[src/rtl/btn_pkg.sv]
// btn_pkg: debounce FSM state encoding and default timing constants for the button pulse generator
package btn_pkg;
  typedef enum logic [1:0] {
    IDLE         = 2'd0,
    WAIT_PRESS   = 2'd1,
    PRESSED      = 2'd2,
    WAIT_RELEASE = 2'd3
  } state_t;
  localparam int CNT_W_DEF         = 8;
  localparam int STABLE_CYCLES_DEF = 16;
  localparam int REPEAT_DELAY_DEF  = 200;
  localparam int REPEAT_RATE_DEF   = 50;
endpackage

[src/rtl/sync_2ff.sv]
// sync_2ff: two-flop synchroniser for asynchronous single-bit inputs, async active-low reset to 0
module sync_2ff (
  input  logic clk,
  input  logic rst,
  input  logic d,
  output logic q
);
  logic s1_q;
  always_ff @(posedge clk or negedge rst)
    if (!rst) {q, s1_q} <= 2'b00;
    else      {q, s1_q} <= {s1_q, d};
endmodule

[src/rtl/button_count_pulse_gen.sv]
// button_count_pulse_gen: synchronise + debounce a push-button and emit one count pulse per press.
// Define AUTO_REPEAT_EN to add hold-to-repeat pulses (REPEAT_DELAY, then every REPEAT_RATE cycles).
module button_count_pulse_gen
  import btn_pkg::*;
#(
  parameter int CNT_W         = CNT_W_DEF,
  parameter int STABLE_CYCLES = STABLE_CYCLES_DEF,
  parameter int REPEAT_DELAY  = REPEAT_DELAY_DEF,
  parameter int REPEAT_RATE   = REPEAT_RATE_DEF
) (
  input  logic clk,
  input  logic rst,
  input  logic btn_in,
  output logic pulse_out,
  output logic btn_level
);
  localparam logic [CNT_W-1:0] LAST = CNT_W'(STABLE_CYCLES - 1);
  if (STABLE_CYCLES < 2 || STABLE_CYCLES > 2**CNT_W || REPEAT_DELAY > 2**CNT_W ||
      REPEAT_RATE < 1 || REPEAT_RATE > REPEAT_DELAY) begin : g_bad_cfg
    $error("button_count_pulse_gen: invalid timing parameters");
  end
  state_t           state_q, state_d;
  logic [CNT_W-1:0] cnt_q, cnt_d;
  logic             sync, done, press_d, pulse_d, pulse_q, level_d, level_q;
  sync_2ff u_sync (.clk(clk), .rst(rst), .d(btn_in), .q(sync));
  assign done = cnt_q == LAST;
  always_comb begin
    state_d = state_q;
    cnt_d   = cnt_q;
    press_d = 1'b0;
    case (state_q)
      IDLE: if (sync) begin
        state_d = WAIT_PRESS;
        cnt_d   = '0;
      end
      WAIT_PRESS:
        if (!sync) state_d = IDLE;
        else if (done) begin
          state_d = PRESSED;
          press_d = 1'b1;
        end else cnt_d = cnt_q + 1'b1;
      PRESSED: if (!sync) begin
        state_d = WAIT_RELEASE;
        cnt_d   = '0;
      end
      WAIT_RELEASE:
        if (sync) state_d = PRESSED;
        else if (done) state_d = IDLE;
        else cnt_d = cnt_q + 1'b1;
      default: state_d = IDLE;
    endcase
    level_d = state_d inside {PRESSED, WAIT_RELEASE};
  end
`ifdef AUTO_REPEAT_EN
  // rcnt tracks hold time; after the first repeat it reloads so the next fires REPEAT_RATE later
  localparam logic [CNT_W-1:0] RLAST   = CNT_W'(REPEAT_DELAY - 1);
  localparam logic [CNT_W-1:0] RRELOAD = CNT_W'(REPEAT_DELAY - REPEAT_RATE);
  logic [CNT_W-1:0] rcnt_q, rcnt_d;
  logic             stay, rep;
  always_comb begin
    stay   = state_q == PRESSED && sync;
    rep    = stay && rcnt_q == RLAST;
    rcnt_d = !stay ? '0 : rep ? RRELOAD : rcnt_q + 1'b1;
  end
  always_ff @(posedge clk or negedge rst)
    if (!rst) rcnt_q <= '0;
    else      rcnt_q <= rcnt_d;
  assign pulse_d = press_d | rep;
`else
  assign pulse_d = press_d;
`endif
  always_ff @(posedge clk or negedge rst)
    if (!rst) begin
      state_q <= IDLE;
      cnt_q   <= '0;
      pulse_q <= 1'b0;
      level_q <= 1'b0;
    end else begin
      state_q <= state_d;
      cnt_q   <= cnt_d;
      pulse_q <= pulse_d;
      level_q <= level_d;
    end
  assign pulse_out = pulse_q;
  assign btn_level = level_q;
endmodule
[config.mk]
export PLATFORM = sky130hd
export DESIGN_NAME = button_count_pulse_gen
export DESIGN_NICKNAME = d
export VERILOG_FILES = /design/src/rtl/btn_pkg.sv /design/src/rtl/sync_2ff.sv /design/src/rtl/button_count_pulse_gen.sv
export SDC_FILE = /design/constraint.sdc
export NUM_CORES = 1
export LEC_CHECK = 0
export CAP_MARGIN = 5
export CORE_MARGIN = 5
export CORE_UTILIZATION = 40
export CTS_CLUSTER_DIAMETER = 150
export DETAILED_ROUTE_END_ITERATION = 8
export HOLD_SLACK_MARGIN = 0.1
export SLEW_MARGIN = 40
export SYNTH_ARGS = -nofsm -noshare
export SYNTH_HDL_FRONTEND = slang
export SYNTH_SLANG_ARGS = --single-unit
[constraint.sdc]
create_clock -name clk -period 1.9 [get_ports clk]
set_input_delay 0.285 -clock clk [delete_from_list [all_inputs] [get_ports clk]]
set_output_delay 0.285 -clock clk [all_outputs]
set_load 0.005 [all_outputs]
Word-level counts from Yosys, hierarchy flattened
Cells that the tools add are included.

Flip-flop bits (word level): 14. Input bits: 3. Logic and storage cells: 36.

$add $sub $neg: 1. Reductions and logical operators: 3. Equality and inequality tests: 10. Multiplexer cells: 16.

Operators with widths (count): $mux W8 (5); $pmux W8 S4 (1); $mux W2 (6); $add A8 B1 Y8 const B (1); $eq A2 B2 Y1 const B (4); $eq A8 B4 Y1 const B (1); $pmux W2 S4 (1); $ne A2 B1 Y1 const B (2); $ne A2 B2 Y1 const B (2); $reduce_and A4 Y1 (1); $mux W1 (3); $eq A2 B1 Y1 const B (1); $logic_not A2 Y1 (1); $reduce_bool A2 Y1 (1).

Longest topological paths before layout
Gate-level depths: netlist (run 1).

Depth after elaboration: 6. Depth in mapped cells: 7.

Modules after synthesis
Synthesis (run 1) repeated with hierarchy kept, for this count alone.

Cells, all modules: 58. Area total of the unflattened synthesis: 623.1 sq um.

By module, submodules not included: button_count_pulse_gen (sequential area each 275.3 sq um, cells an instance 56, area an instance 573.0 sq um, times used 1); sync_2ff (sequential area each 50.0 sq um, cells an instance 2, area an instance 50.0 sq um, times used 1).

Worst setup path after synthesis (run 1)
OpenSTA, ideal clock, no wires.

Path kind: flip-flop to flip-flop. Start: reg cnt_q[0]. End: reg cnt_q[3]. Data arrival time: 1790 ps. Slack: 41 ps. Data required time: 1831 ps. Clock period less this slack: 1859 ps. Buffers on the path: 1. Stages on the path, launching flop included: 7. Cell sequence: dfrtp_1 ha_1 and4bb_1 a31o_1 buf_6 or4_1 nand3_1.

Cells in the longest elaborated chain, start to end: 4. Elaborated cells on any way between the ends: 6. Classes of those cells: add/sub (1); eq/ne (1); mux (4).

Ends and longest elaborated chain: start, declared (RTL line button_count_pulse_gen.sv:23) `logic [CNT_W-1:0] cnt_q, cnt_d;`; start signal, assigned (RTL line button_count_pulse_gen.sv:80) `cnt_q <= cnt_d;`; $add A8 B1 Y8 or $eq A8 B4 Y1 (tied branches) (RTL line button_count_pulse_gen.sv:41, button_count_pulse_gen.sv:49, button_count_pulse_gen.sv:26); $mux W8 * (RTL line button_count_pulse_gen.sv:38, button_count_pulse_gen.sv:48); $mux W8 (on tied branches) (RTL line button_count_pulse_gen.sv:47, button_count_pulse_gen.sv:37); $pmux W8 S4 * (RTL line button_count_pulse_gen.sv:31) `case (state_q)`.

Mark *: on every way between the ends. The rest lies on a longest branch, timed or not. The select of a mux whose other input is x is not followed. A chain may end at the register's enable or synchronous reset.

Worst setup path in the final report (run 1)
Ends and elaborated chain as after synthesis.

==> results.md, run 1 <==
- Outcome: finished clean
- Residual antenna-violating net count after detailed routing: 0
- Worst reg2reg endpoint: cnt_q[3]
- Startpoint of the most critical register-to-register path: cnt_q[0]
- M2 GR Usage: 14.57%
- Number of placement rows: 14
- Routed Wire Length: 1.161 mm
- Cell Area, Placed: 683.2 um2
- Start point of the critical path: cnt_q[0]
- Number of stages on the worst hold path: 0
- Root buffer selected by CTS: sky130_fd_sc_hd__clkbuf_4
- Placed wire-length estimate: 805.1 um
- Met1 track utilization from global routing: 13.85%
- Layer with the highest usage after global routing: met2
- Die height: 49.03 um
- Total congestion overflow after global routing: 0
- Setup repair after global routing missed its margin: no
- Synth top area share: 53.39%
- Placeable core area: 0.001471 mm2
- Chip Width: 49.03 um
- Maximum number of pins on one net before global-route repair: 14
- Area of the die: 0.002404 mm2
- List of most frequent post-synthesis cells: 13 x sky130_fd_sc_hd__dfrtp_1, 8 x sky130_fd_sc_hd__nand2_1, 6 x sky130_fd_sc_hd__nand3_1, 5 x sky130_fd_sc_hd__o21ai_0, 4 x sky130_fd_sc_hd__o31ai_1
- Worst max-slew margin expressed relative to the limit: 61.45%
- Sequential share of the synthesized area: 53.39%
- Number of violations of the max-capacitance limit: 0
- Routability cong.: 0.7670
- Setup crit start kind: flip-flop
- Post-CTS Setup Repair Bufs: 0
- Clk_lat worst skew: 0.28 ns
- Worst clock skew: 0.002738 ns
- Crit path required time: 2.12 ns
- Total Nets Final: 73
- Number of DRC markers after the initial detailed-route iteration: 1
- Ranking of synthesized cells by area: sky130_fd_sc_hd__dfrtp_1 53%, sky130_fd_sc_hd__nand3_1 4.9%, sky130_fd_sc_hd__nand2_1 4.9%
- Wire per inst: 13.82 um
- Antenna violations before repair: 0
- Number of clock sinks: 13
- Final hold violation count: 0
- Worst min-delay path category: reg2reg
- Gate Count Post-Synth: 58
- Boundary Pins: 5
- Peak Freq: 0.5819 GHz
- Via count of the first global-routing pass: 451
- CTS H-tree depth: 1
- Largest driver fanout on the critical path: 5
- Number of enable-type register cells in the synthesized netlist: 0
- Final setup violating endpoints: 0
- Clock slew at reported path FFs: 0.08 ns
- Cell type with the highest aggregate area in the netlist: sky130_fd_sc_hd__dfrtp_1
- Time the final worst path needs with I/O delays and setup: 1.719 ns
- Most frequently used flop master after synthesis: sky130_fd_sc_hd__dfrtp_1
- Critical Setup Path Class: reg2reg
- Fillers: 149
- Final instance area: 709.4 um2
- Critical Path AT: 1.94 ns
- First-pass GRT wire length: 1.945 mm
- Inserted Clock Buffers: 3
- Post-synth cell types: 23
- Slew at the pin closest to its max-slew limit: 0.5764 ns
- Worst Hold End: u_sync.q
- Slack of the worst reg-to-reg path: 0.18 ns
- Top-count cell post-synth: sky130_fd_sc_hd__dfrtp_1
- Number of buffers added to fix hold violations after cts: 0
- Startpoint of the lowest-slack hold path: u_sync.s1_q
- Synthesized Nets: 62
- Async S/R FF share, synth: 100.0%
- Register bit count reported by yosys: 13
- CTS tree: yes
- Fraction of final layout cells sized beyond drive strength 1: 13.24%
- Synthesized area per cell: 10.51 um2
- LEAKAGE: 0.3127 nW
- PortBufs: 4
- Share of the clock period used by the worst path: 90.45%
- Fraction of met3 tracks used by global routing: 3.058%
- Post-CTS resize count: 0
- Drt pass-1 iters: 3
- Count of placed standard cells including taps: 80
- Residual DRC count: 0
- Largest voltage drop on the vdd net: 0.0004101 V
- Final Slew Violations: 0
- Power density of the placed cells: 813.6 mW/mm2
- Initial core utilization: 41.41%
- Diode insertion count for antenna repair: 0
- Warnings from Yosys: 0
- Overall global routing resource usage: 10.45%
- Non-filler cells, final: 84
- Area of the mapped netlist: 609.3 um2
- Via density: 5.726
- Sort of element at the end of the critical path: flip-flop
- Number of vias in the routed layout: 481
- Area growth, synth to finish: 16.43%
- Summed negative setup slack over all endpoints: 0 ns
- Worst Reg-to-Reg Cells: 5
- Max Root-Sink Buffers: 2
sequential cells by signal, summed over array words and instances (netlist names):
signal and flops:
cnt_q 8, btn_level 1, pulse_out 1, state_q 1, u_sync.q 1, u_sync.s1_q 1
logic make-up after synthesis:
kind of cell	Yosys count	synth area share [%]
xor+xnor	1	1.438
simple gates	24	22.38
fa+ha+maj	1	2.053
buf+inv	4	3.901
flops	13	53.39
mux	1	1.848
compound gates	14	14.99
final cells by class:
| type | count | area, um2 | share of cell area, % |
|---|---|---|---|
| Timing Repair Buffer | 8 | 70.07 | 9.877 |
| Clock buffer | 4 | 26.28 | 3.704 |
| Tap cell | 16 | 20.02 | 2.822 |
| Sequential cell | 13 | 325.3 | 45.86 |
| Multi-Input combinational cell | 41 | 260.3 | 36.68 |
| Inverter | 2 | 7.507 | 1.058 |
cells in the final DEF, fill, tap and decap left out, types with 2 or more instances in the layout:
cell type | synthesis | routed
sky130_fd_sc_hd__a21oi_1 | 2 | 2
sky130_fd_sc_hd__a41oi_1 | 2 | 2
sky130_fd_sc_hd__buf_4 | 0 | 4
sky130_fd_sc_hd__clkbuf_4 | 0 | 3
sky130_fd_sc_hd__clkdlybuf4s50_1 | 0 | 4
sky130_fd_sc_hd__dfrtp_1 | 13 | 13
sky130_fd_sc_hd__inv_1 | 2 | 2
sky130_fd_sc_hd__nand2_1 | 8 | 8
sky130_fd_sc_hd__nand3_1 | 6 | 6
sky130_fd_sc_hd__nand4_1 | 2 | 2
sky130_fd_sc_hd__o21ai_0 | 5 | 5
sky130_fd_sc_hd__o31ai_1 | 4 | 4
report_power, final:
part / leakage [nW] / switching, W / internal, W
Combinational: 0.126 / 0.0000464 / 0.0000368
Sequential: 0.172 / 0.0000212 / 0.000299
Clock: 0.0150 / 0.0000925 / 0.0000816
per-stage QoR:
step	worst slack [ns]	hold WS, ns	utilization (%)	power, W
after floorplan	0.04136	-0.01059	-	0.0003702
final	0.1815	0.3535	48.21	0.0005772
after detailed placement	0.1905	0.3373	46.43	0.0004086
after global routing	0.01105	0.3650	48.21	0.0006108
after global placement	0.2283	0.3318	46.43	0.0004075
after CTS	0.1641	0.3558	48.21	0.0005846
worst max path at each step:
| stage | endpoint | slack (ns) | cells past startpoint |
|---|---|---|---|
| after global placement | cnt_q[3] | 0.23 | 5 |
| final | cnt_q[3] | 0.18 | 5 |
| after CTS | cnt_q[3] | 0.16 | 5 |
| after detailed placement | cnt_q[3] | 0.19 | 5 |
| after floorplan | cnt_q[3] | 0.04 | 6 |
| after global routing | cnt_q[5] | 0.01 | 6 |
worst max-delay path, stage by stage (launching register included):
cell	delay, ns
sky130_fd_sc_hd__dfrtp_1	0.39
sky130_fd_sc_hd__ha_1	0.21
sky130_fd_sc_hd__and4bb_1	0.21
sky130_fd_sc_hd__a31o_1	0.27
sky130_fd_sc_hd__or4_1	0.48
sky130_fd_sc_hd__nand3_1	0.10
routing by layer:
metal  share of wire, %  wire length (um)
met3                3.4                40
met4                3.2                37
met2                 44               514
met1                 49               569
met5                  0                 0
(Power assumes the default switching activity.)
==> inputs of run 2 (changes only) <==
--- a/config.mk
+++ b/config.mk
@@ -6,4 +6,6 @@
 export NUM_CORES = 1
 export LEC_CHECK = 0
+export ABC_AREA = 1
+export ABC_CLOCK_PERIOD_IN_PS = 1900
 export CAP_MARGIN = 5
 export CORE_MARGIN = 5
==> constraint.sdc (replaced) <==
create_clock -name clk -period 1.9 [get_ports clk]
set_input_delay 0.285 -clock clk [delete_from_list [all_inputs] [get_ports clk]]
set_output_delay 0.285 -clock clk [all_outputs]
set_load 0.05 [all_outputs]
==> results.md, run 2 <==
- Most frequently used flop master after synthesis: sky130_fd_sc_hd__dfrtp_1
- Most common cell after layout, fill and taps aside: sky130_fd_sc_hd__nand2_1
- Number of vias in the routed layout: 490
- Post-synthesis adder-cell area fraction: 1.869%
- Final setup violating endpoints: 0
- Clock slew at reported path FFs: 0.08 ns
- Startpoint of the most critical register-to-register path: cnt_q[0]
- Number of stages on the worst hold path: 0
- Overall global routing resource usage: 9.976%
- Async S/R FF share, synth: 100.0%
- Post-CTS resize count: 0
- Largest voltage drop on the vdd net: 0.0004940 V
- Setup crit start kind: flip-flop
- Number of buffer and inverter instances along the worst setup path: 1
- Crit path required time: 1.62 ns
- Family with the most delay on the worst path: buffers and inverters
- Peak Freq: 0.5619 GHz
- Number of DRC markers after the initial detailed-route iteration: 10
- Power density of the placed cells: 681.7 mW/mm2
- Area of the mapped netlist: 669.4 um2
- Number of placement rows: 14
- Diode insertion count for antenna repair: 0
- Gate Count Post-Synth: 80
- Area of the die: 0.002592 mm2
- Sort of element at the end of the critical path: output pin
- CTS H-tree depth: 1
- LEAKAGE: 0.3252 nW
- Routability cong.: 0.7870
- Placeable core area: 0.001541 mm2
- Routed Wire Length: 1.063 mm
- Number of clock sinks: 13
- PortBufs: 4
- Synth top area share: 48.60%
- Largest stage delay on the critical path: 0.82 ns
- Setup repair after global routing missed its margin: no
- Via count of the first global-routing pass: 436
- Sequential share of the synthesized area: 48.60%
- Final instance area: 734.5 um2
- Inserted Clock Buffers: 3
- Commonest cells after routing, fill and taps aside: 21 x sky130_fd_sc_hd__nand2_1, 13 x sky130_fd_sc_hd__dfrtp_1, 10 x sky130_fd_sc_hd__nand3_1
- Outcome: finished clean
- Drt pass-1 iters: 2
- Residual antenna-violating net count after detailed routing: 0
- Residual DRC count: 0
- Post-synthesis mux area share: 0%
- Cell Area, Placed: 706.9 um2
- Number of buffers added to fix hold violations after cts: 0
- Chip Width: 50.91 um
- Number of enable-type register cells in the synthesized netlist: 0
- Area growth, synth to finish: 9.720%
- Share of the clock period used by the worst path: 93.67%
- Total congestion overflow after global routing: 0
- Antenna violations before repair: 0
- Placed wire-length estimate: 792.3 um
- First-pass GRT wire length: 1.966 mm
- Wire per inst: 10.42 um
- Worst Hold Margin: 0.3503 ns
- Post-CTS Setup Repair Bufs: 0
- Root buffer selected by CTS: sky130_fd_sc_hd__clkbuf_4
- Largest driver fanout on the critical path: 4
- Post-synthesis simple-gate area fraction: 31.96%
- CTS tree: yes
- Worst max-slew margin expressed relative to the limit: 61.69%
- Time the final worst path needs with I/O delays and setup: 1.780 ns
- Post-synth cell types: 21
- Critical Setup Path Class: reg2out
- Boundary Pins: 5
- Cell type with the highest aggregate area in the netlist: sky130_fd_sc_hd__dfrtp_1
- CP cell instances: clkdlybuf4s50_1
- Worst reg2reg endpoint: cnt_q[7]
- Main combinational cell family by area after synthesis: simple AND/OR/NAND/NOR gates
- Final hold violation count: 0
- Worst Hold End: u_sync.q
- Synthesized Nets: 84
- Initial core utilization: 43.43%
- Final Slew Violations: 0
- Number of violations of the max-capacitance limit: 0
- Largest register FFs: 8
- Worst min-delay path category: reg2reg
- Total power after layout: 0.0005007 W
- Cell at the slowest stage of the critical path: sky130_fd_sc_hd__clkdlybuf4s50_1
- Register bit count reported by yosys: 13
- Top-count cell post-synth: sky130_fd_sc_hd__nand2_1
- Count of placed standard cells including taps: 98
- Maximum number of pins on one net before global-route repair: 18
- Ranking of synthesized cells by area: sky130_fd_sc_hd__dfrtp_1 49%, sky130_fd_sc_hd__nand2_1 12%, sky130_fd_sc_hd__nand3_1 7.5%
- Reg with most FFs: cnt_q
- Slack of the worst reg-to-reg path: 0.56 ns
- Complex-gate fraction of the synthesized area: 8.972%
- Worst clock skew: 0.003139 ns
- Via density: 4.804
- Critical Path AT: 1.49 ns
- Total Nets Final: 91
- Slew at the pin closest to its max-slew limit: 0.5729 ns
- Non-filler cells, final: 102
- List of most frequent post-synthesis cells: 21 x sky130_fd_sc_hd__nand2_1, 13 x sky130_fd_sc_hd__dfrtp_1, 10 x sky130_fd_sc_hd__nand3_1, 8 x sky130_fd_sc_hd__nor2_1, 7 x sky130_fd_sc_hd__inv_1
- Clk_lat worst skew: 0.27 ns
- Cell count along the critical path: 1
- Max Root-Sink Buffers: 2
- Synthesized area per cell: 8.367 um2
- Share of the synthesized netlist area taken by xor and xnor gates: 1.308%
- Startpoint of the lowest-slack hold path: u_sync.s1_q
- Fraction of final layout cells sized beyond drive strength 1: 12.79%
- Die height: 50.91 um
- Warnings from Yosys: 0
- Worst Reg-to-Reg Cells: 6
- Summed negative setup slack over all endpoints: 0 ns
==> run 2: changes by cell type in the layout (fill, tap and decap cells not counted), sizes merged, moves of 2 or more <==
| cell | previous run | this run |
|---|---|---|
| a41oi | 2 | 0 |
| buf | 4 | 0 |
| inv | 2 | 7 |
| nand2 | 8 | 23 |
| nand3 | 6 | 10 |
| nor2 | 1 | 9 |
| o21ai | 5 | 8 |
| o31ai | 4 | 0 |
==> run 2: stage by stage <==
step,utilization [%],worst slack (ns)
floorplan,-,0.5093
detailed placement,45.86,0.4163
CTS,47.65,0.09793
global route,47.65,0.04064
finish,47.65,0.1203
global placement,45.86,0.4287
==> run 2: worst max path at each step <==
stage,from,to
2_1_floorplan,btn_level,cnt_q[3]
3_3_place_gp,btn_level,btn_level
3_5_place_dp,btn_level,btn_level
4_1_cts,btn_level,btn_level
5_1_grt,btn_level,btn_level
6_report,btn_level,btn_level
==> run 2: cell families (layout without fill, tap and decap cells) <==
logic type,count (synthesis),after routing
AOI/OAI and AO/OA,10,10
xor gates and xnor gates,1,1
buffers and inverters,9,15
DFF,13,13
adders and majority gates,1,1
and+or+nand+nor,46,46
==> run 2: cell type report <==
class / instances / area, um2
sequential: 13 / 325.3
clock buffer: 3 / 22.52
timing repair buffer: 4 / 40.04
tap: 16 / 20.02
inverter: 7 / 26.28
multi-input combinational: 58 / 295.3
fill: 159 / 807.0
clock inverter: 1 / 5.005
==> run 2: layer usage <==
layer	vias up	wire [um]	GRT usage, %
met1	214	563	13.74
met5	-	0	0
li1	269	-	-
met2	7	433	13.43
met3	0	66	5.523
met4	0	0	2.553
==> run 2: report_power, final <==
part / switching (W) / total [W] / internal (W)
clock network: 0.0000873 / 0.000165 / 0.0000781
registers: 0.0000131 / 0.000300 / 0.000287
logic: 0.0000205 / 0.0000350 / 0.0000145
total: 0.000121 / 0.000501 / 0.000380
==> patch 1: new RTL, config.mk and constraints of run 2 <==
Add a define of `AUTO_REPEAT_EN`.
--- a/src/rtl/button_count_pulse_gen.sv
+++ b/src/rtl/button_count_pulse_gen.sv
@@ -2,2 +2,4 @@
 // Define AUTO_REPEAT_EN to add hold-to-repeat pulses (REPEAT_DELAY, then every REPEAT_RATE cycles).
+`define AUTO_REPEAT_EN
+
 module button_count_pulse_gen
Formal check against the unedited RTL: no difference found for any inputs over 10 cycles, from zero or initial values and one cycle with rst low; that may be too few to reach the edited logic, so the function may still have changed.
==> patch 1 against run 2 <==
Fmax rose by 2.5%; hold slack worse by 0.046 ns; sequential cell count increased by 8; sequential power is 57% higher; register-to-register slack worse by 0.08 ns; cell area grew 58%; non-clock buffer count increased by 1; die area increased by 47%; clock power rose by 36%; wire length increased by 74%; power increased by 48%; setup slack better by 0.043 ns; area after synthesis increased by 60%; global-route usage is 3.0 points higher; largest cell class unchanged.
==> patch 1: results (changes against run 2) <==
* Outcome: finished, final reports clean (unchanged)
* Clock power frac at 30.4% (was 33.0%)
* Placed wire-length estimate at 1340 um (was 792 um)
* Final GP Congestion at 0.779 (was 0.787)
* Met1 Wirelength at 941 um (was 563 um)
* Reg2reg path depth at 7 (was 6)
* Crit Reg-Reg Endpoint: cnt_q[1] (was cnt_q[7])
* Final nets at 138 (was 91)
* Worst-path clk slew at 0.12 ns (was 0.08 ns)
* Register area share after synthesis at 49.0% (was 48.6%)
* Flop pwr share at 63.8% (was 60.0%)
* H-tree lvl count at 1 (unchanged)
* Worst Max-Slew Pin Slew at 0.502 ns (was 0.573 ns)
* DRT iter0 DRCs at 24 (was 10)
* Reg2reg setup slack at 0.48 ns (was 0.56 ns)
* Ratio of cells with drive above 1 in the final layout at 13.6% (was 12.8%)
* Post-Synth XOR/XNOR Area at 4.08% (was 1.31%)
* Internal power at 553 uW (was 380 uW)
* Pre-CTS setup slack at 0.391 ns (was 0.416 ns)
* Met3 WL at 49 um (was 66 um)
* TritonRoute pass-1 iters at 4 (was 2)
* WL met2 at 810 um (was 433 um)
* Clk_skew at 0.00349 ns (was 0.00314 ns)
* Fill cell count at 262 (was 159)
* CP arrival at 1.45 ns (was 1.49 ns)
* FF-to-FF Start: cnt_q[1] (was cnt_q[0])
* Distinct cells, synth at 24 (was 21)
* Vias in the first global route at 808 (was 436)
* Initial antenna violation count at 0 (unchanged)
* Clk_lat worst skew at 0.31 ns (was 0.27 ns)
* Post-synth net total at 130 (was 84)
* Crit-path max FO at 1 (was 4)
* Worst-path cell with the longest stage delay: clkdlybuf4s50_1 (unchanged)
* Slowest stage delay, CP at 0.79 ns (was 0.82 ns)
* Top cells by area, synth: dfrtp_1, nand2_1, nand3_1 (unchanged)
* Hold Path Class: in -> async (was reg -> reg)
* Largest net degree at the start of global routing at 22 (was 18)
* Drt wl/cell at 11.4 um (was 10.4 um)
* Max VDD drop at 0.394 mV (was 0.494 mV)
* P_leak at 0.534 nW (was 0.325 nW)
* Synth cell count leaders: nand2_1, dfrtp_1, nand3_1 (unchanged)
* Worst-case clock buffer depth at 2 (unchanged)
* First-pass GRT wire length at 3600 um (was 1970 um)
* Complex-gate fraction of the synthesized area at 7.70% (was 8.97%)
* Vias at 787 (was 490)
* GR Util All Layers at 13.0% (was 9.98%)
* DR top layer: met4 (was met3)
* Post-Synth Adder-Cell Area at 2.33% (was 1.87%)
-- patch 1: worst reg2reg max path: cells and delay by family, from the launching register on --
family	cells	cell delay [ns]
and+or+nand+nor	5	0.63
DFF	1	0.41
adders and majority gates	1	0.22
AOI/OAI and AO/OA	1	0.09
-- patch 1: final cells by class --
class,count,area (um2),share of cell area (%)
Clock buffer,3,22.5,1.94
Clock inverter,1,5.00,0.431
Inverter,11,41.3,3.55
Multi-Input combinational cell,91,480,41.3
Sequential cell,21,526,45.2
Tap cell,30,37.5,3.23
Timing Repair Buffer,5,50.0,4.31
-- patch 1: what timing repair did --
item / CTS / global route
setup endpoints to repair: 0 / 1
resized for setup: 0 / 1
buffers inserted: 0 / 0
-- patch 1: how the worst max path moves through the flow --
stage	from	slack, ns	cells past startpoint	to
6_report	pulse_out	0.16	1	pulse_out
5_1_grt	pulse_out	0.11	1	pulse_out
4_1_cts	btn_level	0.02	1	btn_level
3_5_place_dp	btn_level	0.39	1	btn_level
3_3_place_gp	btn_level	0.41	1	btn_level
2_1_floorplan	btn_level	0.49	5	cnt_q[5]
-- patch 1: layer usage --
layer  track usage [%]  up-vias
li1                  -      414
met1              18.2      359
met2              19.3        9
met3              1.86        5
met4              7.27        0
met5                 0        -
-- patch 1: metrics by stage --
step / power (mW) / instances / hold WS, ns / util, % / area [um2]
final: 0.739 / 162 / 0.305 / 46.1 / 1160
after global routing: 0.778 / 162 / 0.323 / 46.1 / 1160
after CTS: 0.747 / 162 / 0.316 / 46.0 / 1160
after detailed placement: 0.525 / 158 / 0.340 / 44.9 / 1130
after global placement: 0.522 / 158 / 0.344 / 44.9 / 1130
after floorplan: 0.507 / 125 / -0.0106 / - / 1070
==> patch 2: new RTL, config.mk and constraints of run 2 <==
Made on the original files. Register the input `btn_in` before use, without a reset. The logic sees it one clock later.
--- a/src/rtl/button_count_pulse_gen.sv
+++ b/src/rtl/button_count_pulse_gen.sv
@@ -17,2 +17,9 @@
   localparam logic [CNT_W-1:0] LAST = CNT_W'(STABLE_CYCLES - 1);
+
+  logic btn_q;
+
+  always_ff @(posedge clk) begin
+    btn_q <= btn_in;
+  end
+
   if (STABLE_CYCLES < 2 || STABLE_CYCLES > 2**CNT_W || REPEAT_DELAY > 2**CNT_W ||
@@ -24,3 +31,3 @@
   logic             sync, done, press_d, pulse_d, pulse_q, level_d, level_q;
-  sync_2ff u_sync (.clk(clk), .rst(rst), .d(btn_in), .q(sync));
+  sync_2ff u_sync (.clk(clk), .rst(rst), .d(btn_q), .q(sync));
   assign done = cnt_q == LAST;
Check against the original RTL: same outputs for any inputs over 10 cycles, from zero or initial values and one cycle with rst low; that may be too few to reach the edited logic, so the function may still have changed.
==> patch 2 against run 2 <==
Setup slack gained 0.0011 ns; sequential power grew 7.7%; sequential share of layout area shrank 0.69 points; power grew 14%; cell area grew 7.8%; area after synthesis grew 6.0%; sequential cell count grew 1; wire length grew 0.75%; die area grew 4.8%; first-iteration DRC count shrank 10%; clock skew grew 0.0032 ns; largest cell class unchanged; highest routed layer is now met4.
==> patch 2: results (changes against run 2) <==
* Ratio of cells with drive above 1 in the final layout at 20.5% (was 12.8%)
* Worst-path clk slew at 0.08 ns (about the same)
* Distinct cells, synth at 21 (unchanged)
* Placed wire-length estimate at 788 um (was 792 um)
* Port buffer count at 4 (unchanged)
* N_diodes at 0 (unchanged)
* Max-slew headroom at 60.3% (was 61.7%)
* Max VDD drop at 0.441 mV (was 0.494 mV)
* Post_cts resized at 0 (unchanged)
* Top cells by area, synth: dfrtp_1, nand2_1, nand3_1 (unchanged)
* Outcome: finished, final reports clean (unchanged)
* Worst-case clock buffer depth at 2 (unchanged)
* Pre-CTS setup slack at 0.415 ns (was 0.416 ns)
* P_leak at 0.330 nW (was 0.325 nW)
* Ys async rst share at 92.9% (was 100%)
* Sequential Area at 345 um2 (was 325 um2)
* Clk_lat worst skew at 0.28 ns
* DRT Wirelength at 1070 um (was 1060 um)
* Vias at 487 (was 490)
* Largest net degree at the start of global routing at 18 (unchanged)
* Max reg flops at 8 (unchanged)
* Post-synth net total at 81 (was 84)
* Yosys warnings at 0 (unchanged)
* Slowest stage delay, CP at 0.82 ns (about the same)
* Mean Syn Cell Area at 9.21 um2 (was 8.37 um2)
* Vias in the first global route at 472 (was 436)
* Clk_skew at 0.00633 ns (was 0.00314 ns)
* Crit-path max FO at 4 (unchanged)
* Setup Fix Bufs, Post-CTS at 0 (unchanged)
* Clk root buf: clkbuf_4 (unchanged)
* Synth cell count leaders: nand2_1, dfrtp_1, nand3_1 (unchanged)
* CP arrival at 1.49 ns (about the same)
* Final GP Congestion at 0.688 (was 0.787)
* Initial antenna violation count at 0 (unchanged)
* Register area share after synthesis at 48.7% (was 48.6%)
* Fill cell count at 161 (was 159)
* TritonRoute pass-1 iters at 4 (was 2)
* Switching share of power at 22.8% (was 24.2%)
* GR Util All Layers at 9.98% (unchanged)
* First-pass GRT wire length at 1990 um (was 1970 um)
* H-tree lvl count at 1 (unchanged)
* DRT iter0 DRCs at 9 (was 10)
* CTS buffer count at 3 (unchanged)
* Placed insts at 104 (was 98)
* Worst-path cell with the longest stage delay: clkdlybuf4s50_1 (unchanged)
* Most flop-heavy register: cnt_q (unchanged)
* Synth Flop Type: dfrtp_1 (unchanged)
* Fin cells at 108 (was 102)
* Final nets at 88 (was 91)
* Hold Path Class: reg -> reg (unchanged)
* Critical path's top delay family: buffers and inverters (unchanged)
## patch 2: changes by cell type after synthesis, moves of 2 or more
cell / change
nand2_1: -4
nand2_2: +4
o21ai_2: +2
nor2_1: -2
nand3_1: -2
o21ai_0: -2
## patch 2: final cells by class
cell class | instances | area share, %
Sequential cell | 14 | 43.6
Tap cell | 25 | 3.95
Inverter | 6 | 2.84
Clock buffer | 4 | 4.58
Multi-Input combinational cell | 55 | 40.0
Timing Repair Buffer | 4 | 5.06
## patch 2: kinds of logic (layout without fill, tap and decap cells)
kind of cell               Yosys count  count (layout)  synth area share (%)
DFF                                 14              14                  48.7
buffers and inverters                8              14                  6.70
xor gates and xnor gates             1               1                  1.23
AOI/OAI and AO/OA                   11              11                  10.6
and+or+nand+nor                     42              42                  31.0
adders and majority gates            1               1                  1.76
## patch 2: path summary, 6_finish.rpt
check                      startpoint     endpoint  slack, ns  depth (start not counted)
max in group asynchronous         rst     u_sync.q       1.13                          1
setup reg to reg             cnt_q[0]     cnt_q[7]       0.49                          6
min in group asynchronous         rst     cnt_q[1]       0.37                          1
hold reg to reg                 btn_q  u_sync.s1_q       0.33                          0
setup / recovery            btn_level    btn_level       0.12                          1
hold / removal                  btn_q  u_sync.s1_q       0.33                          0
## patch 2: metrics by stage
| stage | hold WS (ns) | cell area (um2) |
|---|---|---|
| after CTS | 0.336 | 792 |
| after detailed placement | 0.324 | 756 |
| final | 0.333 | 792 |
| after global placement | 0.321 | 756 |
| after global routing | 0.345 | 792 |
| after floorplan | -0.0106 | 709 |
## patch 2: layer usage
metal	global-route usage (%)	vias to the layer above	part of all wire, %
li1	-	260	-
met1	11.8	218	49
met2	15.5	7	44
met3	5.44	2	5.8
met4	2.62	0	1.6
met5	0	-	0
## patch 2: power by group through the flow
stage                     Clock, mW  Combinational, mW  Sequential [mW]
final                         0.211             0.0384            0.323
after global routing          0.233             0.0457            0.325
after CTS                     0.220             0.0395            0.323
after detailed placement          0             0.0393            0.329
after global placement            0             0.0382            0.328
after floorplan                   0             0.0340            0.323
